### src/rtl/cellrv32_xirq_prio.sv
// External interrupt controller with per-channel priority, runtime trigger config and claim/complete.
// Optional THRESH register at 0x14 is enabled by defining CELLRV32_XIRQ_PRIO_THRESHOLD_EN.
module cellrv32_xirq_prio #(
  parameter int          XIRQ_NUM_CH           = 32,
  parameter logic [31:0] XIRQ_TRIGGER_TYPE     = '0,
  parameter logic [31:0] XIRQ_TRIGGER_POLARITY = '0,
  parameter int          PRIO_BITS             = 3,
  parameter int          SYNC_STAGES           = 2
) (
  input  logic        clk_i,
  input  logic        rstn_i,
  input  logic [31:0] addr_i,
  input  logic        rden_i,
  input  logic        wren_i,
  input  logic [31:0] data_i,
  output logic [31:0] data_o,
  output logic        ack_o,
  input  logic [31:0] xirq_i,
  output logic        cpu_irq_o
);

  localparam logic [31:0] xirq_base_c = 32'hFFFF_FF80;
  localparam int          xirq_size_c = 64;
  localparam int          ADDR_LSB    = $clog2(xirq_size_c);
  localparam logic [31:0] CH_MASK     = 32'((64'd1 << XIRQ_NUM_CH) - 64'd1);

  typedef enum logic [0:0] {IDLE = 1'b0, BUSY = 1'b1} state_t;

  state_t               state;
  logic [4:0]           src;
  logic [31:0]          eie, eip, ttype, tpol;
  logic [PRIO_BITS-1:0] prio [32];
  logic [31:0]          sync_q [SYNC_STAGES];
  logic [31:0]          s, d_q, trig, clr, cand, elig;
  logic                 acc_en, wr_en, esc_wr, complete;
  logic [3:0]           reg_sel;
  logic [31:0]          rdata;
  logic                 win_found;
  logic [4:0]           win_ch;
  logic [PRIO_BITS-1:0] win_prio;
  logic                 unused_addr_bits;

  assign unused_addr_bits = ^addr_i[1:0];

  assign acc_en   = (addr_i[31:ADDR_LSB] == xirq_base_c[31:ADDR_LSB]);
  assign reg_sel  = addr_i[5:2];
  assign wr_en    = wren_i & acc_en;
  assign esc_wr   = wr_en && (reg_sel == 4'h2);
  assign complete = esc_wr && (state == BUSY);

`ifdef CELLRV32_XIRQ_PRIO_THRESHOLD_EN
  logic [PRIO_BITS-1:0] thresh;

  always_ff @(posedge clk_i or negedge rstn_i) begin
    if (!rstn_i) begin
      thresh <= '0;
    end else if (wr_en && (reg_sel == 4'h5)) begin
      thresh <= data_i[PRIO_BITS-1:0];
    end
  end

  always_comb begin
    elig = '0;
    for (int unsigned i = 0; i < 32; i++) begin
      elig[i] = (prio[i] >= thresh);
    end
  end
`else
  assign elig = '1;
`endif

  // Synchronizer chain plus one delayed copy for edge detection
  always_ff @(posedge clk_i or negedge rstn_i) begin
    if (!rstn_i) begin
      for (int unsigned i = 0; i < SYNC_STAGES; i++) begin
        sync_q[i] <= '0;
      end
      d_q <= '0;
    end else begin
      sync_q[0] <= xirq_i & CH_MASK;
      for (int unsigned i = 1; i < SYNC_STAGES; i++) begin
        sync_q[i] <= sync_q[i-1];
      end
      d_q <= s;
    end
  end

  assign s    = sync_q[SYNC_STAGES-1];
  assign trig = ((ttype & ((tpol & s & ~d_q) | (~tpol & ~s & d_q))) |
                 (~ttype & ~(s ^ tpol))) & CH_MASK;

  always_comb begin
    clr = '0;
    if (wr_en && (reg_sel == 4'h1)) begin
      clr = ~data_i;
    end
    if (complete && ttype[src]) begin
      clr[src] = 1'b1;
    end
  end

  always_ff @(posedge clk_i or negedge rstn_i) begin
    if (!rstn_i) begin
      eie   <= '0;
      eip   <= '0;
      ttype <= XIRQ_TRIGGER_TYPE & CH_MASK;
      tpol  <= XIRQ_TRIGGER_POLARITY & CH_MASK;
    end else begin
      // A simultaneous set dominates a clear of the same bit
      eip <= ((eip & ~clr) | (trig & eie)) & CH_MASK;
      if (wr_en) begin
        case (reg_sel)
          4'h0:    eie   <= data_i & CH_MASK;
          4'h3:    ttype <= data_i & CH_MASK;
          4'h4:    tpol  <= data_i & CH_MASK;
          default: ;
        endcase
      end
    end
  end

  always_ff @(posedge clk_i or negedge rstn_i) begin
    if (!rstn_i) begin
      for (int unsigned i = 0; i < 32; i++) begin
        prio[i] <= '0;
      end
    end else if (wr_en && reg_sel[3]) begin
      for (int unsigned j = 0; j < 4; j++) begin
        if (CH_MASK[{reg_sel[2:0], j[1:0]}]) begin
          prio[{reg_sel[2:0], j[1:0]}] <= data_i[8*j +: PRIO_BITS];
        end
      end
    end
  end

  assign cand = eip & eie & elig;

  // Strict greater-than keeps the lowest channel index on equal priority
  always_comb begin
    win_found = 1'b0;
    win_ch    = '0;
    win_prio  = '0;
    for (int unsigned i = 0; i < 32; i++) begin
      if (cand[i] && (!win_found || (prio[i] > win_prio))) begin
        win_found = 1'b1;
        win_ch    = 5'(i);
        win_prio  = prio[i];
      end
    end
  end

  always_ff @(posedge clk_i or negedge rstn_i) begin
    if (!rstn_i) begin
      state     <= IDLE;
      src       <= '0;
      cpu_irq_o <= 1'b0;
    end else begin
      cpu_irq_o <= 1'b0;
      if (state == IDLE) begin
        if (win_found) begin
          src       <= win_ch;
          cpu_irq_o <= 1'b1;
          state     <= BUSY;
        end
      end else if (esc_wr) begin
        state <= IDLE;
      end
    end
  end

  always_comb begin
    rdata = '0;
    if (reg_sel[3]) begin
      for (int unsigned j = 0; j < 4; j++) begin
        rdata[8*j +: PRIO_BITS] = prio[{reg_sel[2:0], j[1:0]}];
      end
    end else begin
      case (reg_sel[2:0])
        3'h0:    rdata = eie;
        3'h1:    rdata = eip;
        3'h2:    rdata = {(state == BUSY), 26'b0, src};
        3'h3:    rdata = ttype;
        3'h4:    rdata = tpol;
`ifdef CELLRV32_XIRQ_PRIO_THRESHOLD_EN
        3'h5:    rdata = 32'(thresh);
`endif
        default: rdata = '0;
      endcase
    end
  end

  always_ff @(posedge clk_i or negedge rstn_i) begin
    if (!rstn_i) begin
      ack_o  <= 1'b0;
      data_o <= '0;
    end else begin
      ack_o  <= (rden_i | wren_i) & acc_en;
      data_o <= (rden_i & acc_en) ? rdata : '0;
    end
  end

endmodule

### config.mk
export PLATFORM = sky130hd
export DESIGN_NAME = cellrv32_xirq_prio
export DESIGN_NICKNAME = d
export VERILOG_FILES = /design/src/rtl/cellrv32_xirq_prio.sv
export SDC_FILE = /design/constraint.sdc
export NUM_CORES = 1
export LEC_CHECK = 0
export ABC_CLOCK_PERIOD_IN_PS = 64300
export BUFFER_PORTS_ARGS = -buffer_cell sky130_fd_sc_hd__buf_2
export CORE_ASPECT_RATIO = 1.2
export CORE_MARGIN = 4
export CORE_UTILIZATION = 66
export DETAILED_ROUTE_END_ITERATION = 8
export PLACE_DENSITY = 0.87
export SYNTH_ARGS = -nofsm -noshare
export SYNTH_HDL_FRONTEND = slang
export SYNTH_SLANG_ARGS = --single-unit
### constraint.sdc
create_clock -name clk_i -period 64.3 [get_ports clk_i]
set_clock_uncertainty 0.05 [all_clocks]
set_input_delay 12.86 -clock clk_i [delete_from_list [all_inputs] [get_ports clk_i]]
set_output_delay 12.86 -clock clk_i [all_outputs]
set_load 0.01 [all_outputs]
==> impl.org, run 1 <==
** Synth
- Async S/R FF share, synth :: 100%
- Largest area contributor in the netlist :: dfrtp_1
- Top cells by area in the synthesized netlist :: dfrtp_1 (44%), mux2_2 (9.4%), ha_1 (8.2%)
- Dominant combinational cell family by area after synthesis :: compound AO/OA/AOI/OAI gates
- Share of synthesized cell area in full adder, half adder and majority cells :: between 8 and 9%
- Area fraction in and, or, nand and nor cells after synthesis :: 12.6%
- Mapped Nets :: 2,203
- After synthesis, the netlist uses 95 different library cells.
- After technology mapping, the gate count stands at roughly 2,000.
- Fraction of synthesized area in multiplexers :: around 15%
- Count of warnings emitted by yosys :: 0
- The most used flip-flop cell after synthesis is dfrtp_1.
- Summing every instance area after synthesis gives between 20,000 and 25,000 µm².
- Top-area cell type share of the netlist area :: 44.4%
- Xor and xnor fraction of the mapped netlist area :: 0%
- The synthesized design contains 360 register bits.
- After synthesis, flip-flops and latches occupy roughly 44% of the total area.
- Complex-gate fraction of the synthesized area :: 16.0%
- The synthesized design contains 0 enable-type register cells.
- A synthesized cell averages around 10 µm².

** Place
- Once placement finished, the instance area stood at ~21,000 µm².
- In this run the tool buffered the top-level ports with 131 buffer cells.
- The congestion estimate from routability-driven global placement came to slightly below 1.
- Half-perimeter wire length of the detailed placement result :: 41,800 µm
- After detailed placement, the design holds a cell count of 2,440.

** Clock network
- Maximum root-to-sink buffer count :: 3
- H-tree Lvls :: 2
- Buffers inserted during post-CTS setup optimization :: 0
- Root cell of the clock tree :: clkbuf_16
- TritonCTS built the clock tree.
- Clk sinks :: 360
- Source-to-sink clock delay at the later pin of the worst-skew pair :: around 0.54 ns
- Count of cells resized by post-cts repair :: 0
- After clock tree synthesis, the clock-pin slew on the worst setup and hold paths is 0.06 ns.
- Number of buffers inserted during clock tree synthesis :: 37
- Hold repair after CTS inserted 0 buffers.

** GRT
- Global routing used 36.0% of the available tracks.
- Initial antenna violation count :: 3
- Global routing finished with a remaining overflow of 0.
- The first global-routing pass estimated 95,700 µm of wire.
- Maximum number of pins on one net before global-route repair :: 169
- Gr busiest metal :: met2
- The via count of the first global-routing pass came to ~18,000.
- GRT met3 Usage :: between 7 and 8%
- Global routing consumed, on the met1 layer, 45.8% of the routing resources.
- M2 GR Usage :: roughly three fifths

** Worst setup path
- Counting stages on the worst path, the most repeated cell is a21oi_1.
- Data arrival time of the worst path :: around 53 ns
- Reg2Reg Setup Slack :: around 11 ns
- WS Path Type :: reg2reg
- Data on the critical path is required at its endpoint by ~65 ns.
- Nature of the critical path startpoint :: flip-flop
- On the worst path, the slowest cell contributes a delay of 0.81 ns.
- Along the worst path, the maximum fanout reaches 12.
- The slowest stage of the critical path belongs to the cell o32ai_1.
- Sort of element at the end of the critical path :: flip-flop

** Final layout
- The area growth from synthesis to layout is 11.5%.
- Post-route cell area :: about 23,000 µm²
- Nets :: about 2,300
- Leaving out filler cells and counting taps, the final layout contains 2,507.
- Most common cell after layout, fill and taps aside :: dfrtp_1
- The post-route netlist has around 22% of its cells at a drive strength greater than 1.
- Leading cell types in the layout, fill and taps excluded :: dfrtp_1 (360), nand2_1 (286), mux2_2 (169), ha_1 (133)

** Timing
- At the pin with the least slew margin, the transition time is around 1.3 ns.
- For the finished layout, the period the worst path requires is around 53 ns.
- Setup violations remaining at the end of the flow were counted as 0.
- Setup repair after global routing missed its margin :: false
- Relative slew slack :: between 10% and 20%
- Total negative slack for setup checks :: 0 ns
- The number of hold-slack violations in the final timing report was 0.
- Final cycle utilization of the critical path :: between 80% and 90%
- Worst Hold Slack :: a little under 0.3 ns
- The number of slew-limit violations in the final report came to 0.
- Maximum clock frequency :: ~19 MHz

** Route
- Post-detailed-route wirelength per cell :: around 25 µm
- For this block, the initial DRC count from the detailed router was around 2,200.
- Number of vias in the routed layout :: ~17,000
- Summed over all layers, the routed wires come to slightly above 60,000 µm.
- In the routed design, unresolved DRC markers number 0.
- Residual antenna-violating net count after detailed routing :: 0
- Dividing the detail-routed via count by the number of cells gives approximately 6.9.
- Before antenna repair, the detailed router went through 7 iterations.

** Die
- Number of standard-cell rows in the floorplan :: 70
- The floorplan step defined a die boundary enclosing approximately 34,000 µm².
- The initial utilization of the core area, before any placement, comes to approximately two thirds.
- between 100 and 150 I/O pins were placed.
- Die width :: roughly 170 µm
- Die Y-Extent :: ~200 µm
- Core box area :: between 30,000 and 40,000 µm²

** Pwr
- Power per cell area :: 21.4 nW/µm²
- Highest ir drop seen on vdd :: between 0.00002 and 0.00003 V
- Clock network power share :: 47.5%
- Cell internal power was estimated by the tool at between 0.3 and 0.4 mW.
- The design draws roughly 0.49 mW.
- Share of total power consumed by net switching :: around 23%
- Summed over all cells, the static leakage comes to 10.7 nW.
- Of the total power, combinational logic draws 4.8%.
- Share of power burned in registers :: between 40 and 50%
- For this design the total switching power over the nets is 0.112 mW.

** Worst hold path
- The min-delay analysis places its worst path in the category reg2reg.

** Run
- Across the run, the number of max-cap violations was 0.

** Run status
- The run finished with clean final reports.
-- kinds of logic (layout without fill, tap and decap cells) --
logic type               after synthesis  after routing
AO/OA/AOI/OAI                        476            476
AND/OR/NAND/NOR                      553            553
flip-flops                           360            360
adder cells (fa/ha/maj)              137            137
buffers and inverters                209            349
other                                  0              1
multiplexers                         235            235
-- through the flow --
stage | worst slack, ns | utilization, %
after floorplan | 21.72 | -
after global placement | 13.87 | 70.3
after detailed placement | 12.66 | 70.3
after CTS | 12.46 | 74.5
after global routing | 7.56 | 74.5
final | 11.18 | 74.5
-- critical path: cells and delay by family (launching register included) --
family	cells	cell delay, ns
compound gates	117	28.95
mux	11	3.87
fa+ha+maj	34	9.84
simple gates	49	8.53
buf+inv	10	1.15
flops	1	0.53
-- final timing paths --
path	from	to	cells past startpoint
setup reg to reg	eie[0]$_DFFE_PN0P_	src[4]$_DFFE_PN0P_	221
max in group asynchronous	rstn_i	eip[26]$_DFF_PN0_	2
min in group asynchronous	rstn_i	prio[91]$_DFFE_PN0P_	1
setup / recovery	eie[0]$_DFFE_PN0P_	src[4]$_DFFE_PN0P_	221
hold / removal	sync_q[49]$_DFF_PN0_	s[17]$_DFF_PN0_	0
hold reg to reg	sync_q[49]$_DFF_PN0_	s[17]$_DFF_PN0_	0
-- layout make-up --
| class | count | area, µm² |
|---|---|---|
| inverters | 133 | 499 |
| repair buffers | 150 | 821 |
| clock inverters | 21 | 280 |
| diodes | 1 | 2.50 |
| fillers | 1917 | 7750 |
| well taps | 396 | 495 |
| flip-flops and latches | 360 | 9010 |
| clock buffers | 45 | 1010 |
| multi-input cells | 1401 | 10500 |
-- metal layers --
layer	wire length [µm]	part of all wire (%)
met3	6700	11
met1	21900	36
met2	28700	47
met5	28	0.046
met4	4130	6.7
-- power groups by stage --
stage	combinational, mW	clock (mW)	sequential, mW
2_1_floorplan	0.00951	0	0.235
3_3_place_gp	0.0217	0	0.235
3_5_place_dp	0.0225	0	0.235
4_1_cts	0.0229	0.231	0.231
5_1_grt	0.0251	0.241	0.231
6_report	0.0233	0.231	0.231
-- cells in the mapped netlist, types with 38 or more instances --
cell type,instances
o221ai_1,38
a22oi_1,45
a21oi_1,98
nand2_1,286
o21ai_0,132
ha_1,133
nand3_1,39
clkbuf_1,63
inv_1,132
nor2_1,87
dfrtp_1,360
mux2_2,169
-- sequential cells by signal (all words and copies together), names as in the netlist --
register   count
prio          96
src            5
data_o        32
ttype         32
tpol          32
state          1
d_q           32
eip           32
s             32
sync_q        32
cpu_irq_o      1
ack_o          1
eie           32
Note: power is estimated with default switching activity, not from simulation.
==> inputs of run 2 (changes only) <==
- ABC_AREA: not set -> 1
- ABC_CLOCK_PERIOD_IN_PS: 64300 -> 44100
- CORE_UTILIZATION: 66 -> 55
- PLACE_DENSITY: 0.87 -> 0.77
- clock period: 64.3 -> 44.1 ns (I/O delays scaled with it)
==> impl.org, run 2 <==
** Final layout
- Registers take 9010 µm².
- Number of flip-flops under the largest register name :: 96
- Multi-input gate area in the final layout :: around 9300 µm²
- Top register by number of flip-flops :: prio
- Cells with a size suffix above 1 make up 12.6% of the layout.
- Nets :: 2,784
- After filler insertion, the fill cell instance count of the layout stands at 3,056.
- Leaving out fill and tap cells, the most frequent cell in the layout is nand2_1.
- Post-layout instance count excluding filler cells :: 3,051
- The repair_antennas step left the layout with diodes totalling 0.
- Layout Area Growth over Synthesis :: 12.7%
- Leading cell types in the layout, fill and taps excluded :: nand2_1 (542), o21ai_0 (368), dfrtp_1 (360), inv_1 (349), ha_1 (133)

** GRT
- M2 GR Usage :: between 40 and 50%
- Global routing used around 5.5% of the available met3 tracks.
- Initial antenna violation count :: 0
- Met1 Usage GRT :: 38.6%
- The via count of the first global-routing pass came to around 17,000.
- Wire length of the first global-routing pass :: ~94,000 µm
- In this run the most used layer during global routing was met2.
- Global route total overflow :: 0
- Across every metal layer, demand over resource in global routing totals between 20 and 30%.
- Maximum number of pins on one net before global-route repair :: about 100

** Clock network
- The clock drives 360 sinks.
- Clock tree from TritonCTS :: built
- Buffers inserted to repair hold after CTS numbered 0.
- Once the clock tree was built, the resizer swapped 0 gates to a different size.
- Reg clk slew, reported paths :: 0.06 ns
- The H-tree generated during clock tree synthesis spans 2 levels.
- Source-to-sink clock delay at the later pin of the worst-skew pair :: between 0.5 and 0.6 ns
- Number of buffers inserted during clock tree synthesis :: 41
- Maximum root-to-sink buffer count :: 3
- Root cell of the clock tree :: clkbuf_16
- Buffers inserted during post-CTS setup optimization :: 0

** Timing
- Relative slew slack :: around a quarter
- For the finished layout, the period the worst path requires is roughly 38 ns.
- Setup violations remaining at the end of the flow were counted as 0.
- Hold Fails Final Rpt :: 0
- For the pin with the worst max-slew slack, the measured transition is 1.13 ns.
- After routing, the total negative slack on setup checks comes to 0 ns.
- Fin worst setup slack :: approximately 6.5 ns
- Dividing the final minimum period by the clock period gives between 80% and 90%.
- Setup repair after global routing missed its margin :: false
- Max-slew violation total from the final report :: 0
- Maximum clock frequency :: roughly 27 MHz

** Synth
- Most repeated cell in the gate-level netlist after synthesis :: nand2_1
- Commonest register cell after synthesis :: dfrtp_1
- Counting flops and latches in the post-synthesis netlist gives 360.
- In the synthesized netlist the async set-or-reset flop fraction comes to 100%.
- Count of warnings emitted by yosys :: 0
- Top cells by area in the synthesized netlist :: dfrtp_1 (45%), nand2_1 (10%), o21ai_0 (9.3%)
- The share of the Yosys chip area taken by registers is between 40% and 50%.
- Post-synth design cell area :: between 15,000 and 20,000 µm²
- Yosys mapped the design onto 35 distinct sky130hd cell types.
- Counting every instance in the synthesized netlist gives 2,443.
- Post-synthesis area per instance :: roughly 8 µm²
- By count the netlist is led by nand2_1 (542), o21ai_0 (368), dfrtp_1 (360), inv_1 (350), ha_1 (133).
- Number of synthesized flops with an enable pin :: 0
- Largest area contributor in the netlist :: dfrtp_1
- Top-area cell type share of the netlist area :: between 40% and 50%
- Mapped Nets :: 2,676

** Place
- Once placement completed, the tool counted placed cells totaling 2,976.
- Weighted congestion reported at the end of routability-driven placement :: 0.949
- In this run the tool buffered the top-level ports with about 130 buffer cells.
- At the placement stage, the worst setup path has a slack of 7.16 ns.
- After legalization and detailed placement, the total HPWL measured ~42,000 µm.

** Route
- For this block, the routed nets add up to just under 60,000 µm of wire.
- Via density per instance :: ~6
- After detailed routing, the number of remaining DRC violations is 0.
- Total iterations of the first detailed-routing run :: 5
- The detail route stage leaves a number of antenna-violating nets equal to 0.
- The final route contains ~18,000 vias.
- After detailed routing, the average wire length per cell comes to roughly 19 µm.
- Number of DRC markers after the initial detailed-route iteration :: around 1,700

** Die
- Starting density of the core :: 55.5%
- Number of standard-cell rows in the floorplan :: 76
- Die width :: between 150 and 200 µm
- The core region is roughly 36,000 µm².
- Die Y-Extent :: between 200 and 250 µm
- Top-level port count :: around 130
- The die covers 39,300 µm².

** Worst hold path
- Hold Crit Class :: reg2reg

** Run
- Max-cap violations in this run came to 0.

** Worst setup path
- The slowest stage of the critical path is the o21ai_0 cell.
- Of all nets on the critical path, the largest fanout is 9.
- Sort of element at the end of the critical path :: flip-flop
- Biggest cell delay along the critical path :: 0.50 ns
- Data arrives at the worst endpoint at about 38 ns.
- WS Path Type :: reg2reg
- At the worst endpoint, the required time is about 44 ns.
- The most numerous cell type found on the critical path is o21ai_0.
- Nature of the critical path startpoint :: flip-flop

** Run status
- The flow ran to the end, and the final reports show no timing, DRC or antenna violations.

** Pwr
- Power per cell area :: between 30 and 40 nW/µm²
- Across the VDD grid, the largest voltage drop is around 0.000036 V.
- The analysis attributes to cell leakage a power of about 11 nW.
==> run 2: cell types whose count changed in the layout (fill, tap and decap cells not counted), sizes merged, moves of 38 or more <==
cell,before,now
nand2,286,618
o21ai,138,377
inv,136,352
mux2,170,0
o22ai,18,86
nand3,39,101
o221ai,39,0
a22oi,45,7
==> run 2: per-stage QoR <==
step	hold WS (ns)	utilization [%]	cell area, µm²	total power [mW]
after floorplan	0.281	-	19900	0.354
after global placement	0.282	58.5	21000	0.373
after detailed placement	0.287	58.5	21000	0.374
after CTS	0.297	62.5	22400	0.732
after global routing	0.301	62.5	22400	0.750
final	0.290	62.5	22400	0.728
==> run 2: report_power, final <==
part           switching [mW]  internal, mW
clock                   0.142         0.218
combinational          0.0233       0.00762
sequential            0.00247         0.335
==> run 2: final cells by class <==
cell class	count	area share, %
tap	468	2.61
clock inverter	24	1.37
inverter	352	5.90
timing repair buffer	147	3.51
clock buffer	51	5.01
multi-input combinational	1649	41.4
sequential	360	40.2
==> run 2: cell families (layout without fill, tap and decap cells) <==
kind of cell	after synthesis	after routing	synth area share (%)
compound gates	657	657	18.8
buf+inv	434	574	8.23
simple gates	859	859	19.4
fa+ha+maj	133	133	8.37
flops	360	360	45.3
==> run 2: per-layer routing <==
layer / share of wire, % / up-vias
li1: - / 8330
met1: 40 / 8533
met2: 47 / 796
met3: 8.2 / 205
met4: 5.0 / 0
met5: 0 / -
==> run 2: path summary, 6_finish.rpt <==
path | from | slack, ns | to | cells past startpoint
max | eie[0]$_DFFE_PN0P_ | 6.46 | src[4]$_DFFE_PN0P_ | 281
max in group asynchronous | rstn_i | 33.11 | s[5]$_DFF_PN0_ | 3
min in group asynchronous | rstn_i | 8.29 | prio[29]$_DFFE_PN0P_ | 1
min reg2reg | sync_q[39]$_DFF_PN0_ | 0.29 | s[7]$_DFF_PN0_ | 0
max reg2reg | eie[0]$_DFFE_PN0P_ | 6.46 | src[4]$_DFFE_PN0P_ | 281
min | sync_q[39]$_DFF_PN0_ | 0.29 | s[7]$_DFF_PN0_ | 0
==> run 2: critical path: cells and delay by family, from the launching register on <==
kind / cells / cell delay, ns
buffers and inverters: 37 / 2.18
AND/OR/NAND/NOR: 134 / 11.76
AO/OA/AOI/OAI: 79 / 13.38
adder cells (fa/ha/maj): 31 / 9.64
flip-flops: 1 / 0.41
==> inputs of run 3 (changes only) <==
- ABC_CLOCK_PERIOD_IN_PS: 44100 -> 30200
- clock period: 44.1 -> 30.2 ns (I/O delays scaled with it)
==> impl.org, run 3 (same netlist as run 2, synthesis figures left out) <==
** Pwr
- Summed over all cells, the static leakage comes to between 10 and 15 nW.
- Share of total power consumed by net switching :: 23.5%
- Clock network power share :: approximately 47%
- Highest ir drop seen on vdd :: ~0.000047 V
- Combinational fraction of design power :: approximately 4.5%
- Power spread over the standard cell area amounts to 39.2 nW/µm².
- Summed over all nets, the switching power comes to approximately 0.24 mW.
- The internal portion of the total power is approximately 0.78 mW.
- Share of power burned in registers :: just under 50%

** Final layout
- In the final layout, the share of cells above drive strength 1 is ~30%.
- For this run, the number of standard cells in the final layout without fillers is about 3,400.
- prio holds more flip-flops than any other register.
- Fill cells :: ~2,600
- The register with the most flip-flops in the layout has between 90 and 100 of them.
- In the final design database the tool counted around 3,100 nets.
- Leaving out fill and tap cells, the most frequent cells in the layout are nand2_1 (484), dfrtp_1 (360), inv_1 (327), buf_4 (313), o21ai_0 (274).
- Compared with the post-synthesis result, the final layout area differs by 31.1%.
- Most common cell after layout, fill and taps aside :: nand2_1

** Place
- Weighted congestion reported at the end of routability-driven placement :: ~1.0
- Including well taps, the total number of placed cells is 3,108.
- Port buffering added about 130 buffers.
- Half-perimeter wire length of the detailed placement result :: 43,100 µm
- Worst-case setup slack after placement :: -3.70 ns

** Worst setup path
- Cell type of the slowest stage on the worst timing path :: dfrtp_1
- Number of buffers and inverters on the critical path :: 50
- In this run the worst path has a maximum fanout of 6.
- Most numerous cell on the critical path :: nand2_2
- Nature of the critical path startpoint :: flip-flop
- STA classifies the critical path endpoint as a flip-flop.
- The setup path with the least slack is of type reg2reg.
- Data arrival time of the worst path :: around 33 ns
- On the critical path the largest part of the delay comes from simple AND/OR/NAND/NOR gates.
- Required time of the critical path :: 30.57 ns
- Biggest cell delay along the critical path :: 0.39 ns

** Die
- Overall die area :: slightly below 40,000 µm²
- Top-level port count :: ~130
- In this run the horizontal extent of the chip is 182 µm.
- Die Y-Extent :: about 220 µm
- The core region is between 30,000 and 40,000 µm².
- The initial utilization of the core area, before any placement, comes to approximately 55%.
- The floorplan has 76 rows.

** Timing
- At the pin with the least slew margin, the transition time is around 1.1 ns.
- Final cycle utilization of the critical path :: 110%
- The number of hold-slack violations in the final timing report came to 0.
- Maximum clock frequency :: around 30 MHz
- Relative slew slack :: a little under a quarter
- Final Critical Period :: ~33 ns
- Across all setup checks in the final design, the least slack found is -2.90 ns.
- Total setup violations reported at the end of the flow :: 5
- Setup repair after global routing missed its margin :: true
- Max-slew violation total from the final report :: 0

** GRT
- Initial antenna violation count :: 1
- After global routing the overflow that remains totals 0.
- GRT Util Overall :: 32.2%
- The first global-routing pass estimated roughly 100,000 µm of wire.
- Met1 Usage GRT :: between 40 and 50%
- For met2 alone, demand over resource in global routing was a little over half.
- The via count of the first global-routing pass was slightly below 20,000.
- After global routing, the most crowded layer is met2.
- Maximum number of pins on one net before global-route repair :: about 120
- Global routing consumed, on the met3 layer, under 10% of the routing resources.

** Clock network
- H-tree Lvls :: 2
- Maximum root-to-sink buffer count :: 3
- Reg clk slew, reported paths :: about 0.060 ns
- The number of hold buffers added after CTS was 0.
- Number of buffers inserted during clock tree synthesis :: 38
- The cell sitting at the root of the clock tree is a clkbuf_16.
- TritonCTS built the clock tree.
- CTS saw 360 sinks.
- For the worst-skew pair, the clock arrives at the later sink with an insertion delay of 0.55 ns.

** Worst hold path
- In this run the worst hold path is classified as reg2reg.

** Route
- After detailed routing, the total wire length is 68,200 µm.
- Via density per instance :: roughly 6
- Number of vias in the routed layout :: about 20,000
- Total iterations of the first detailed-routing run :: 6
- After detailed routing, the average wire length per cell comes to roughly 20 µm.
- Residual DRC :: 0
- Number of DRC markers after the initial detailed-route iteration :: 2,127
- Once detail routing completed, the nets flagged for antenna violations numbered 0.

** Run status
- Violations in the final reports :: negative setup slack
- The flow ran to the end, but the final reports show violations.

** Run
- Across the run, the number of max-cap violations was 0.
run 3: power by group through the flow:
stage | logic, mW | clock network (mW) | registers [mW]
floorplan | 0.0168 | 0 | 0.500
global placement | 0.0438 | 0 | 0.501
detailed placement | 0.0452 | 0 | 0.501
CTS | 0.0454 | 0.488 | 0.492
global route | 0.0502 | 0.511 | 0.493
finish | 0.0462 | 0.485 | 0.492
run 3: final cells by class:
cell class / instances / area [µm²] / share of cell area (%)
timing repair buffer: 453 / 3120 / 12.0
tap: 468 / 586 / 2.25
clock buffer: 51 / 1100 / 4.22
multi-input combinational: 1649 / 10700 / 41.2
inverter: 352 / 1330 / 5.12
sequential: 360 / 9010 / 34.6
clock inverter: 15 / 190 / 0.729
antenna: 2 / 5.00 / 0.0192
run 3: repair_timing:
action,CTS,global route
setup endpoints to repair,5,5
pin swaps,167,205
resized for setup,166,206
setup buffers,139,36
run 3: path summary, 6_finish.rpt:
kind	start	end	slack, ns	depth (start not counted)
worst min register to register	sync_q[43]$_DFF_PN0_	s[11]$_DFF_PN0_	0.29	0
worst max-delay path	eie[0]$_DFFE_PN0P_	src[3]$_DFFE_PN0P_	-2.90	294
worst min-delay path	sync_q[43]$_DFF_PN0_	s[11]$_DFF_PN0_	0.29	0
min in group asynchronous	rstn_i	eie[26]$_DFFE_PN0P_	5.54	1
max in group asynchronous	rstn_i	d_q[4]$_DFF_PN0_	21.96	3
worst max register to register	eie[0]$_DFFE_PN0P_	src[3]$_DFFE_PN0P_	-2.90	294
run 3: stage by stage:
stage                     setup TNS (ns)  total power [mW]  hold slack, ns  area, µm²  utilization, %
after floorplan                        0             0.517           0.281      19900               -
final                             -13.20              1.02           0.291      26100            72.7
after detailed placement          -17.28             0.546           0.285      22000            61.4
after global routing              -23.12              1.05           0.296      26100            72.7
after global placement            -10.58             0.545           0.282      22000            61.4
after CTS                          -7.73              1.03           0.295      24800            69.2
run 3: metal layers:
layer,vias to the layer above,share of wire [%]
met3,340,9.0
met4,2,6.8
met5,-,0.019
li1,8949,-
met1,9446,36
met2,1102,48
